<file path="src/rtl/fetch_pkg.sv">
// Shared constants and types for the fetch-side branch controller:
// opcodes, the halt instruction, FSM states and the reset contents of the branch-target LUT.
package fetch_pkg;

  localparam logic [2:0] BR_OPC     = 3'b110;
  localparam logic [2:0] JMP_OPC    = 3'b101;
  localparam logic [8:0] HALT_INSTR = 9'h1FF;

  localparam int LUT_ENTRIES = 8;
  localparam int LUT_AW      = 3;

  typedef enum logic [1:0] {
    IDLE = 2'd0,
    RUN  = 2'd1,
    DONE = 2'd2
  } state_e;

  typedef logic [15:0] lut_init_t [LUT_ENTRIES];

  localparam lut_init_t LUT_INIT = '{
    16'd0, 16'd4, 16'd8, 16'd12, 16'd16, 16'd20, 16'd24, 16'd28
  };

  function automatic logic [2:0] opcode_of(input logic [8:0] instr);
    return instr[8:6];
  endfunction

endpackage

</file>
<file path="src/rtl/branch_lut.sv">
// Branch-target register file: synchronous write, asynchronous read, and a
// synchronous reset that reloads the default targets from fetch_pkg.
module branch_lut
  import fetch_pkg::*;
#(
  parameter int PC_W  = 10,
  parameter int DEPTH = 8
) (
  input  logic              clk,
  input  logic              init,
  input  logic              we,
  input  logic [LUT_AW-1:0] waddr,
  input  logic [PC_W-1:0]   wdata,
  input  logic [LUT_AW-1:0] raddr,
  output logic [PC_W-1:0]   rdata
);

  logic [PC_W-1:0] mem_q [DEPTH];
  logic [PC_W-1:0] mem_d [DEPTH];

  // NOTE: mem_d starts as a copy of mem_q so every path assigns it and no latch is inferred.
  always_comb begin
    mem_d = mem_q;
    if (we) begin
      mem_d[waddr] = wdata;
    end
  end

  // NOTE: every entry is reset on purpose: the LUT is a handful of flops that must
  // return to known default targets, which a RAM macro could not do.
  always_ff @(posedge clk) begin
    if (init) begin
      for (int i = 0; i < DEPTH; i++) begin
        mem_q[i] <= PC_W'(LUT_INIT[i]);
      end
    end else begin
      mem_q <= mem_d;
    end
  end

  // Reads see the pre-write contents during a write cycle: there is no bypass.
  assign rdata = mem_q[raddr];

endmodule

</file>
<file path="src/rtl/branch_ctrl.sv">
// Branch/halt controller for the program counter: IDLE/RUN/DONE handshake,
// branch decode against a loadable target LUT, and a saturating run-cycle counter.
module branch_ctrl
  import fetch_pkg::*;
#(
  parameter int PC_W      = 10,
  parameter int TGT_W     = 16,
  parameter int LUT_DEPTH = 8,
  parameter int HALT_PC   = 63,
  parameter int CNT_W     = 16
) (
  input  logic             CLK,
  input  logic             Init,
  input  logic             Req,
  input  logic [PC_W-1:0]  PC,
  input  logic [8:0]       Instr,
  input  logic             ALU_zero,
  input  logic             LutWe,
  input  logic [2:0]       LutAddr,
  input  logic [PC_W-1:0]  LutData,
  output logic             Branch_abs,
  output logic [TGT_W-1:0] Target,
  output logic             Halt,
  output logic             Ack,
  output logic [CNT_W-1:0] CycleCount
);

  state_e           state_q, state_d;
  logic [CNT_W-1:0] cnt_q, cnt_d;
  logic [PC_W-1:0]  lut_rdata;
  logic             halt_cond;

  branch_lut #(
    .PC_W  (PC_W),
    .DEPTH (LUT_DEPTH)
  ) u_lut (
    .clk   (CLK),
    .init  (Init),
    .we    (LutWe),
    .waddr (LutAddr),
    .wdata (LutData),
    .raddr (Instr[2:0]),
    .rdata (lut_rdata)
  );

  assign halt_cond = (Instr == HALT_INSTR) || (PC == PC_W'(HALT_PC));

  // NOTE: state and counter flops use non-blocking assignments so every flop
  // samples the pre-edge values, independent of statement order.
  always_ff @(posedge CLK) begin
    if (Init) begin
      state_q <= IDLE;
      cnt_q   <= '0;
    end else begin
      state_q <= state_d;
      cnt_q   <= cnt_d;
    end
  end

  always_comb begin
    state_d = state_q;
    unique case (state_q)
      IDLE:    if (Req)       state_d = RUN;
      RUN:     if (halt_cond) state_d = DONE;
      DONE:    if (!Req)      state_d = IDLE;
      default:                state_d = IDLE;
    endcase
  end

  // The counter restarts on RUN entry, counts every RUN cycle including the
  // halting one, and sticks at all-ones.
  always_comb begin
    cnt_d = cnt_q;
    if (state_q == IDLE && Req) begin
      cnt_d = '0;
    end else if (state_q == RUN && cnt_q != '1) begin
      cnt_d = cnt_q + 1'b1;
    end
  end

  always_comb begin
    Halt       = 1'b1;
    Branch_abs = 1'b0;
    if (state_q == RUN) begin
      Halt = halt_cond;
      // Halt takes priority over any branch on the same instruction.
      if (!halt_cond) begin
        unique case (opcode_of(Instr))
          BR_OPC:  Branch_abs = ALU_zero;
          JMP_OPC: Branch_abs = 1'b1;
          default: Branch_abs = 1'b0;
        endcase
      end
    end
  end

  assign Ack        = (state_q == DONE);
  assign Target     = TGT_W'(lut_rdata);
  assign CycleCount = cnt_q;

endmodule

</file>
<file path="config.mk">
export PLATFORM = sky130hd
export DESIGN_NAME = branch_ctrl
export DESIGN_NICKNAME = d
export VERILOG_FILES = /design/src/rtl/fetch_pkg.sv /design/src/rtl/branch_lut.sv /design/src/rtl/branch_ctrl.sv
export SDC_FILE = /design/constraint.sdc
export NUM_CORES = 1
export LEC_CHECK = 0
export CAP_MARGIN = 40
export CELL_PAD_IN_SITES_DETAIL_PLACEMENT = 1
export CELL_PAD_IN_SITES_GLOBAL_PLACEMENT = 1
export CORE_MARGIN = 4
export CORE_UTILIZATION = 37
export CTS_CLUSTER_DIAMETER = 120
export CTS_CLUSTER_SIZE = 25
export DETAILED_ROUTE_END_ITERATION = 12
export PLACE_DENSITY_LB_ADDON = 0.1
export SYNTH_ARGS = -nofsm -noshare
export SYNTH_HDL_FRONTEND = slang
export SYNTH_HIERARCHICAL = 1
export SYNTH_SLANG_ARGS = --single-unit
</file>
<file path="constraint.sdc">
create_clock -name CLK -period 1.5 [get_ports CLK]
set_input_delay 0.3 -clock CLK [delete_from_list [all_inputs] [get_ports CLK]]
set_output_delay 0.3 -clock CLK [all_outputs]
set_load 0.005 [all_outputs]
</file>
## After elaboration in Yosys (flattened, before gate mapping)

Cells that the tools add are included.

- Multiplexer cells: 14
- Multiply operators: 0
- Add/subtract/negate cells: 1
- $lt $le $gt $ge: 3
- Bitwise operators: 2
- Div/mod/pow operators: 0
- Reductions and logical operators: 7
- Shift operators: 0
- Eq/ne operators: 10

Operator list:

| kind | count |
|---|---|
| bitwise mux 80 bit | 1 |
| binary-select mux 10 bit (select 3 bit) | 1 |
| demux 10 bit (select 3 bit) | 1 |
| two-way mux 10 bit | 3 |
| adder 16 x 1 -> 16 bit, second input constant | 1 |
| != test 16 bit, second input constant | 1 |
| equality test 10 x 6 -> 1 bit, second input constant | 1 |
| equality test 9 bit, second input constant | 1 |
| >= comparator 4 bit, second input constant | 2 |
| NOT 3 -> 4 bit | 2 |
| equality test 3 bit, second input constant | 2 |
| two-way mux 2 bit | 3 |
| != test 2 bit, second input constant | 3 |
| case mux 2 bit (3 select lines) | 1 |
| less-than comparator 4 x 1 -> 1 bit, second input constant | 1 |
| logical AND 1 bit | 3 |
| two-way mux 1 bit | 3 |
| AND reduction 3 bit | 1 |
| equality test 2 x 1 -> 1 bit, second input constant | 1 |
| equality test 2 bit, second input constant | 1 |
| zero test 2 bit | 1 |
| case mux 1 bit (2 select lines) | 1 |
| OR reduction 2 bit | 1 |
| logical OR 1 bit | 1 |

- Output and inout port bits: 35
- Register bits: 98
- Memory bits (read-only): 0
- Input port bits: 37
- Memory bits (writable): 0
- Latch bits: 0
- Word-level logic and storage cells: 47
- Memories kept: 0

## Longest topological paths before layout

Gate-level depths: netlist of run 1.

- Depth in word-level cells: 6
- Gate-level depth with buffers: 6
- Gate-level depth less buffers: 5

## Hierarchy

The synthesis of run 1 kept the hierarchy.

By module, submodules not included:

| module | seq. area each (µm²) | cells an instance | area each (µm²) | times used |
|---|---|---|---|---|
| branch_lut | 1,601.5 | 405 | 3,604.7 | 1 |
| branch_ctrl | 360.3 | 138 | 1,123.6 | 1 |

## Least setup slack after synthesis of run 1

No wires, ideal clock.

- Path type: reg2reg
- From: register cnt_q[5] (netlist: CycleCount[5])
- To: register cnt_q[11] (netlist: CycleCount[11])
- Required time: 1,430 ps
- Slack: -63 ps
- Clock period less this slack: 1,563 ps
- Buffers on the path: 0
- Setup time: 70 ps
- Cell stages (with the launch flop): 5
- Data arrival time: 1,494 ps
- Cell sequence: dfxtp_1 nand3_2 or3_4 or4_1 a21oi_1

- Cells in the longest elaborated chain, start to end: 2
- Elaborated cells on any way between the ends: 3
- Those cells by class: 1 x add/sub; 1 x eq/ne; 1 x reduce/logical

Ends and longest elaborated chain:

| what | RTL line | source |
|---|---|---|
| start: declaration | branch_ctrl.sv:29 | `logic [CNT_W-1:0] cnt_q, cnt_d;` |
| start signal: assignment | branch_ctrl.sv:56 | `cnt_q <= cnt_d;` |
| branches (longest 2 deep; another with adder 16 x 1 -> 16 bit) | -- |  |

Several ways; the timed one is not identified.
A chain may end at the register's enable or synchronous reset.

## Worst setup path after layout of run 1

- From: register u_lut/mem_q[25] (netlist bit)
- To: output Target[5]

- Cells in the longest elaborated chain, start to end: 3

Ends and longest elaborated chain:

| what | RTL line | source |
|---|---|---|
| start: declaration | branch_lut.sv:18 | `logic [PC_W-1:0] mem_q [DEPTH];` |
| start signal: indexed assignment | branch_lut.sv:34 | `mem_q[i] <= PC_W'(LUT_INIT[i]);` |
| start signal: assignment | branch_lut.sv:37 | `mem_q <= mem_d;` |
| binary-select mux 10 bit (select 3 bit) | branch_lut.sv:42 | `assign rdata = mem_q[raddr];` |
| two-way mux 10 bit (not written as such) (2 in series) | branch_lut.sv:42 |  |
| end: declaration | branch_ctrl.sv:22 | `output logic [TGT_W-1:0] Target,` |

Every way passes these cells. The select of a mux whose other input is x is not followed.

==> results of run 1 <==
-- worst register-to-register path: stages (launching register included) --
cell     delay [ps]
dfxtp_2         320
and2b_4         290
nand4_4         160
buf_4           180
nor4_1          350
nor3_1          100
-- layer usage --
metal  part of all wire  GRT usage  vias up
met5                  0          0        -
met4              0.029     0.0935        0
met3              0.047     0.0387       37
met2               0.50      0.410      134
met1               0.42      0.285     2309
li1                   -          -     2204
-- final cells by class --
cell class | instances | share of cell area
Tap cell | 172 | 0.0310
Clock inverter | 7 | 0.0169
Sequential cell | 98 | 0.290
Clock buffer | 9 | 0.0324
Timing Repair Buffer | 186 | 0.247
Inverter | 4 | 0.00216
Multi-Input combinational cell | 396 | 0.380
-- power by group through the flow --
stage	Sequential [mW]	Combinational, mW	Clock [mW]
after CTS	2.69	0.727	2.71
after global routing	2.69	0.809	2.82
after floorplan	2.74	0.342	0
after global placement	2.75	0.640	0
after detailed placement	2.75	0.654	0
final	2.69	0.754	2.66
-- sequential cells by signal, indices dropped and copies added (netlist names) --
signal and flops:
state_q 2, CycleCount 16, u_lut/mem_q 80
-- per-stage QoR --
stage          setup TNS (ps)  cells  total power [mW]
2_1_floorplan            -165    548              3.08
3_3_place_gp           -32730    830              3.39
3_5_place_dp           -36330    830              3.40
4_1_cts                 -3700    865              6.12
5_1_grt                 -4250    872              6.32
6_report                -3590    872              6.10
-- logic make-up after synthesis --
kind of cell | Yosys count | synth area share
compound gates | 103 | 0.122
mux | 32 | 0.130
buf+inv | 54 | 0.0638
other cells | 1 | 0.000793
flops | 98 | 0.415
fa+ha+maj | 1 | 0.00265
simple gates | 254 | 0.265
-- final timing paths --
check,startpoint,endpoint,slack (ps)
setup / recovery,u_lut/mem_q[25],Target[5],-370
hold / removal,Init,CycleCount[13],340
setup reg to reg,state_q[1],CycleCount[7],-20
hold reg to reg,u_lut/mem_q[19],u_lut/mem_q[19],460
-- placed cells by master (no fill, tap or decap), types with 8 or more instances in the layout --
cell type	Yosys	layout
dfxtp_1	98	62
clkdlybuf4s50_1	0	18
mux2_4	0	10
mux4_2	11	19
a21oi_1	78	75
dlygate4sd2_1	0	27
buf_6	3	21
buf_12	0	8
buf_4	11	102
clkbuf_16	0	9
nand3b_1	13	13
dfxtp_2	0	33
nand2_1	174	174
-- repair_timing --
| action | in CTS | in global routing |
|---|---|---|
| endpoints found under the hold margin | 0 | 0 |
| endpoints found under the setup margin | 41 | 51 |
| setup buffers | 16 | 7 |
| gates resized for setup | 159 | 40 |
| pin swaps | 11 | 6 |
| cloned | 3 | 0 |
==> flow_summary_export.csv, run 1 <==
group,metric,value,unit
cells_and_area,multi_input_area,2640,µm²
global_routing,grt_antenna_before_repair,0,
logic_synthesis,yosys.cell_types.count,55,
power_and_ir_drop,leakage,2.79,nW
logic_synthesis,ys_warn_count,6,
placement,place_area,6140,µm²
cells_and_area,design_area,6940,µm²
timing,fmax,534,MHz
clocking,clock_sinks,98,
logic_synthesis,yosys.area.top_type,"dfxtp_1",
logic_synthesis,ys_ff_latch,98,
run_status,status,"finished, violations left",
run,maxCapViolCount,0,
clocking,clk_pin_slew,70,ps
cells_and_area,num-nets-final,733,
worst_setup_path,crit_cells,3,
worst_setup_path,crit_family,"multiplexers",
timing,skew,5.20,ps
global_routing,grt_first_pass_wirelength,26400,µm
die,num_rows,41,
clocking,cts_buffer_depth,2,
timing,holdWs,342,ps
die,die_w,121,µm
worst_setup_path,reg2reg_depth,5,
worst_setup_path,critPathMaxFanout,2,
power_and_ir_drop,ir_drop,0.511,mV
die,core,12600,µm²
timing,hold_violations,0,
logic_synthesis,synthTopCellsByArea,"dfxtp_1 41%, nand2_1 14%, a21oi_1 8.3%, mux4_2 5.2%, mux4_1 5.0%",
cells_and_area,final_layout_size_suffix_gt1_frac,0.353,
logic_synthesis,avgSynthCellArea,8.71,µm²
timing,post-route-period-util,1.25,
global_routing,grt_usage,0.234,
cells_and_area,fin_util,0.552,
drt,drt_first_pass_iters,4,
worst_setup_path,start_kind,"register",
global_routing,overflow,0,
logic_synthesis,synth_top_flop_cell,"dfxtp_1",
die,start_util,0.376,
drt,ant_nets,0,
timing,period_minus_slack,1870,ps
clocking,clk-insertion-delay-late,340,ps
placement,gp_congestion,0.856,
cells_and_area,register_area,2010,µm²
timing,setup_viol,13,
logic_synthesis,synth_edf_count,0,
logic_synthesis,yosysMostFrequentCell,"nand2_1",
power_and_ir_drop,p_switching,1.42,mW
drt,routed_wl,17100,µm
power_and_ir_drop,powerDensity,880,nW/µm²
worst_setup_path,critPathCaptureType,"primary output",
power_and_ir_drop,power_frac_comb,0.123,
worst_setup_path,cpPeakStageDelay,480,ps
timing,finalMaxSlewViolations,0,
die,dieArea,14700,µm²
worst_hold_path,holdPathStages,3,
logic_synthesis,netlist.area_leader.share,0.415,
worst_setup_path,worstSetupPathType,"register to primary output",
run_status,failed_checks,"setup timing",
clocking,cts_made_buffers,9,
worst_setup_path,cp_slowest_cell,"mux4_2",
drt,vias_per_cell,5.37,
power_and_ir_drop,swShare,0.233,
logic_synthesis,seq_area_frac_synth,0.415,
placement,dp_slack,-1130,ps
drt,drt_iter0_markers,196,
worst_hold_path,min_path_type,"primary input to register",
clocking,cts_tree,"done",
cells_and_area,diodes,0,
clocking,htreeDepth,3,
die,io_pins,72,
drt,route.detailed.drc,0,
worst_setup_path,path_buf_inv,1,
cells_and_area,num-fill-cells,1451,
clocking,cts-root-buf,"clkbuf_16",
logic_synthesis,synthCells,543,
die,dieHeight,121,µm
power_and_ir_drop,pwr-share-clk,0.436,
worst_setup_path,required,1200,ps
worst_setup_path,crit_arrival,1570,ps
placement,port_buffers,65,
logic_synthesis,synthTopCellsByCount,"174 x nand2_1, 98 x dfxtp_1, 78 x a21oi_1, 20 x buf_2, 13 x nand3b_1",
logic_synthesis,ys_async_sr_fraction,0,
logic_synthesis,syn_area,4730,µm²
clocking,postCtsHoldBufs,0,
global_routing,grt_pass1_vias,4939,
placement,hpwl,11700,µm
worst_setup_path,path_cells,"mux4_2 > mux2_4 > buf_6",
global_routing,grt_max_degree,84,
cells_and_area,areaGrowthSynthToFinish,46.8,%
timing,setup_slack,-373,ps
drt,vias,4684,
drt,wl_per_cell,19.6,µm
power_and_ir_drop,power.internal,4.69,mW
timing,rsz0062_at_grt,"yes",
power_and_ir_drop,seqPwrFrac,0.440,
(Power assumes the default switching activity.)
==> run 2, diff against run 1 <==
RECOVER_POWER = 100   (was default)
==> flow_summary_export.csv, run 2 (synthesis gave the netlist of run 1 again) <==
group,metric,value,unit
cells_and_area,areaGrowthSynthToFinish,45.4,%
cells_and_area,layout_common_cells,"174 x nand2_1, 100 x buf_4, 78 x dfxtp_1",
drt,drt_first_pass_iters,4,
worst_setup_path,crit_arrival,1570,ps
power_and_ir_drop,pwr-share-clk,0.436,
power_and_ir_drop,leakage,2.76,nW
worst_setup_path,worstSetupPathType,"register to primary output",
placement,post-place-cells,830,
timing,setup_viol,63,
drt,wl_per_cell,19.6,µm
timing,finalMaxSlewViolations,0,
run_status,failed_checks,"setup timing",
clocking,cts_buffer_depth,2,
drt,routed_wl,17100,µm
die,io_pins,72,
placement,port_buffers,65,
drt,route.detailed.drc,0,
drt,vias,4662,
power_and_ir_drop,power_frac_comb,0.123,
cells_and_area,diodes,0,
die,dieArea,14700,µm²
die,num_rows,41,
power_and_ir_drop,power.internal,4.69,mW
global_routing,grt_first_pass_wirelength,26400,µm
cells_and_area,final_cells,872,
die,dieHeight,121,µm
drt,ant_nets,0,
power_and_ir_drop,seqPwrFrac,0.441,
clocking,htreeDepth,3,
global_routing,grt_max_degree,84,
run,maxCapViolCount,0,
placement,hpwl,11700,µm
worst_setup_path,required,1200,ps
global_routing,grt_antenna_before_repair,0,
drt,drt_iter0_markers,220,
timing,rsz0062_at_grt,"yes",
timing,skew,5.24,ps
cells_and_area,largest-register,"u_lut/mem_q",
clocking,clk_pin_slew,70,ps
worst_setup_path,start_kind,"register",
worst_setup_path,critPathMaxFanout,2,
drt,vias_per_cell,5.35,
global_routing,grt_pass1_vias,4939,
timing,setup_tns,-4970,ps
cells_and_area,num-nets-final,733,
die,start_util,0.376,
timing,hold_violations,0,
clocking,cts-root-buf,"clkbuf_16",
global_routing,overflow,0,
die,core,12600,µm²
placement,gp_congestion,0.856,
power_and_ir_drop,powerDensity,888,nW/µm²
cells_and_area,final_layout_size_suffix_gt1_frac,0.324,
power_and_ir_drop,swShare,0.232,
cells_and_area,num-fill-cells,1467,
run_status,status,"finished, violations left",
power_and_ir_drop,p_switching,1.42,mW
global_routing,grt_usage,0.234,
power_and_ir_drop,power,6.10,mW
cells_and_area,final_common_cell,"nand2_1",
worst_hold_path,min_path_type,"primary input to register",
worst_setup_path,critPathCaptureType,"primary output",
timing,post-route-period-util,1.25,
clocking,clk-insertion-delay-late,340,ps
cells_and_area,fin_util,0.547,
timing,fmax,535,MHz
power_and_ir_drop,ir_drop,0.512,mV
timing,period_minus_slack,1870,ps
die,die_w,121,µm
timing,setup_slack,-371,ps
clocking,clock_sinks,98,
clocking,cts_tree,"done",
placement,dp_slack,-1130,ps
cells_and_area,largest_reg_flops,80,
clocking,cts_made_buffers,9,
run 2: cell count changes in the layout (fill, tap and decap cells not counted), moves of 2 or more:
cell	delta
dfxtp_4	-3
dfxtp_1	+16
buf_4	-2
dfxtp_2	-13
clkbuf_4	+2
run 2: layout make-up:
type	count	area, µm²	share of cell area
Inverter	4	15.0	0.00218
Timing Repair Buffer	186	1690	0.246
Clock buffer	9	225	0.0328
Tap cell	172	215	0.0313
Clock inverter	7	118	0.0171
Sequential cell	98	1990	0.289
Multi-Input combinational cell	396	2620	0.381
run 2: repair_timing:
item / CTS / global route
hold buffers: 0 / 0
cloned: 3 / 0
gates resized for setup: 159 / 40
setup buffers: 16 / 7
pin swaps: 11 / 6
setup endpoints to repair: 41 / 51
run 2: final timing paths:
path / cells past startpoint / slack (ps) / end / from
hold reg to reg: 2 / 460 / u_lut/mem_q[19] / u_lut/mem_q[19]
setup reg to reg: 5 / -20 / CycleCount[7] / state_q[1]
setup / recovery: 3 / -370 / Target[5] / u_lut/mem_q[25]
hold / removal: 3 / 350 / CycleCount[13] / Init
run 2: per-layer routing:
metal | part of all wire | wire length, µm | GRT usage | vias up
li1 | - | - | - | 2207
met1 | 0.43 | 7300 | 0.285 | 2309
met2 | 0.51 | 8630 | 0.410 | 114
met3 | 0.039 | 669 | 0.0387 | 32
met4 | 0.026 | 449 | 0.0935 | 0
met5 | 0 | 0 | 0 | -
run 2: metrics by stage:
stage	hold WS (ps)	area [µm²]
after floorplan	369	4790
after global placement	441	6140
after detailed placement	447	6140
after CTS	320	6770
after global routing	348	6870
final	350	6870
run 2: power by group through the flow:
stage	logic (mW)	registers (mW)	clock network (mW)
floorplan	0.342	2.74	0
global placement	0.640	2.75	0
detailed placement	0.654	2.75	0
CTS	0.727	2.69	2.71
global route	0.803	2.70	2.82
finish	0.748	2.69	2.66
run 2: critical path: stages, from the launching register on:
cell and delay (ps):
dfxtp_2 330, mux4_2 480, mux2_4 300, buf_6 120
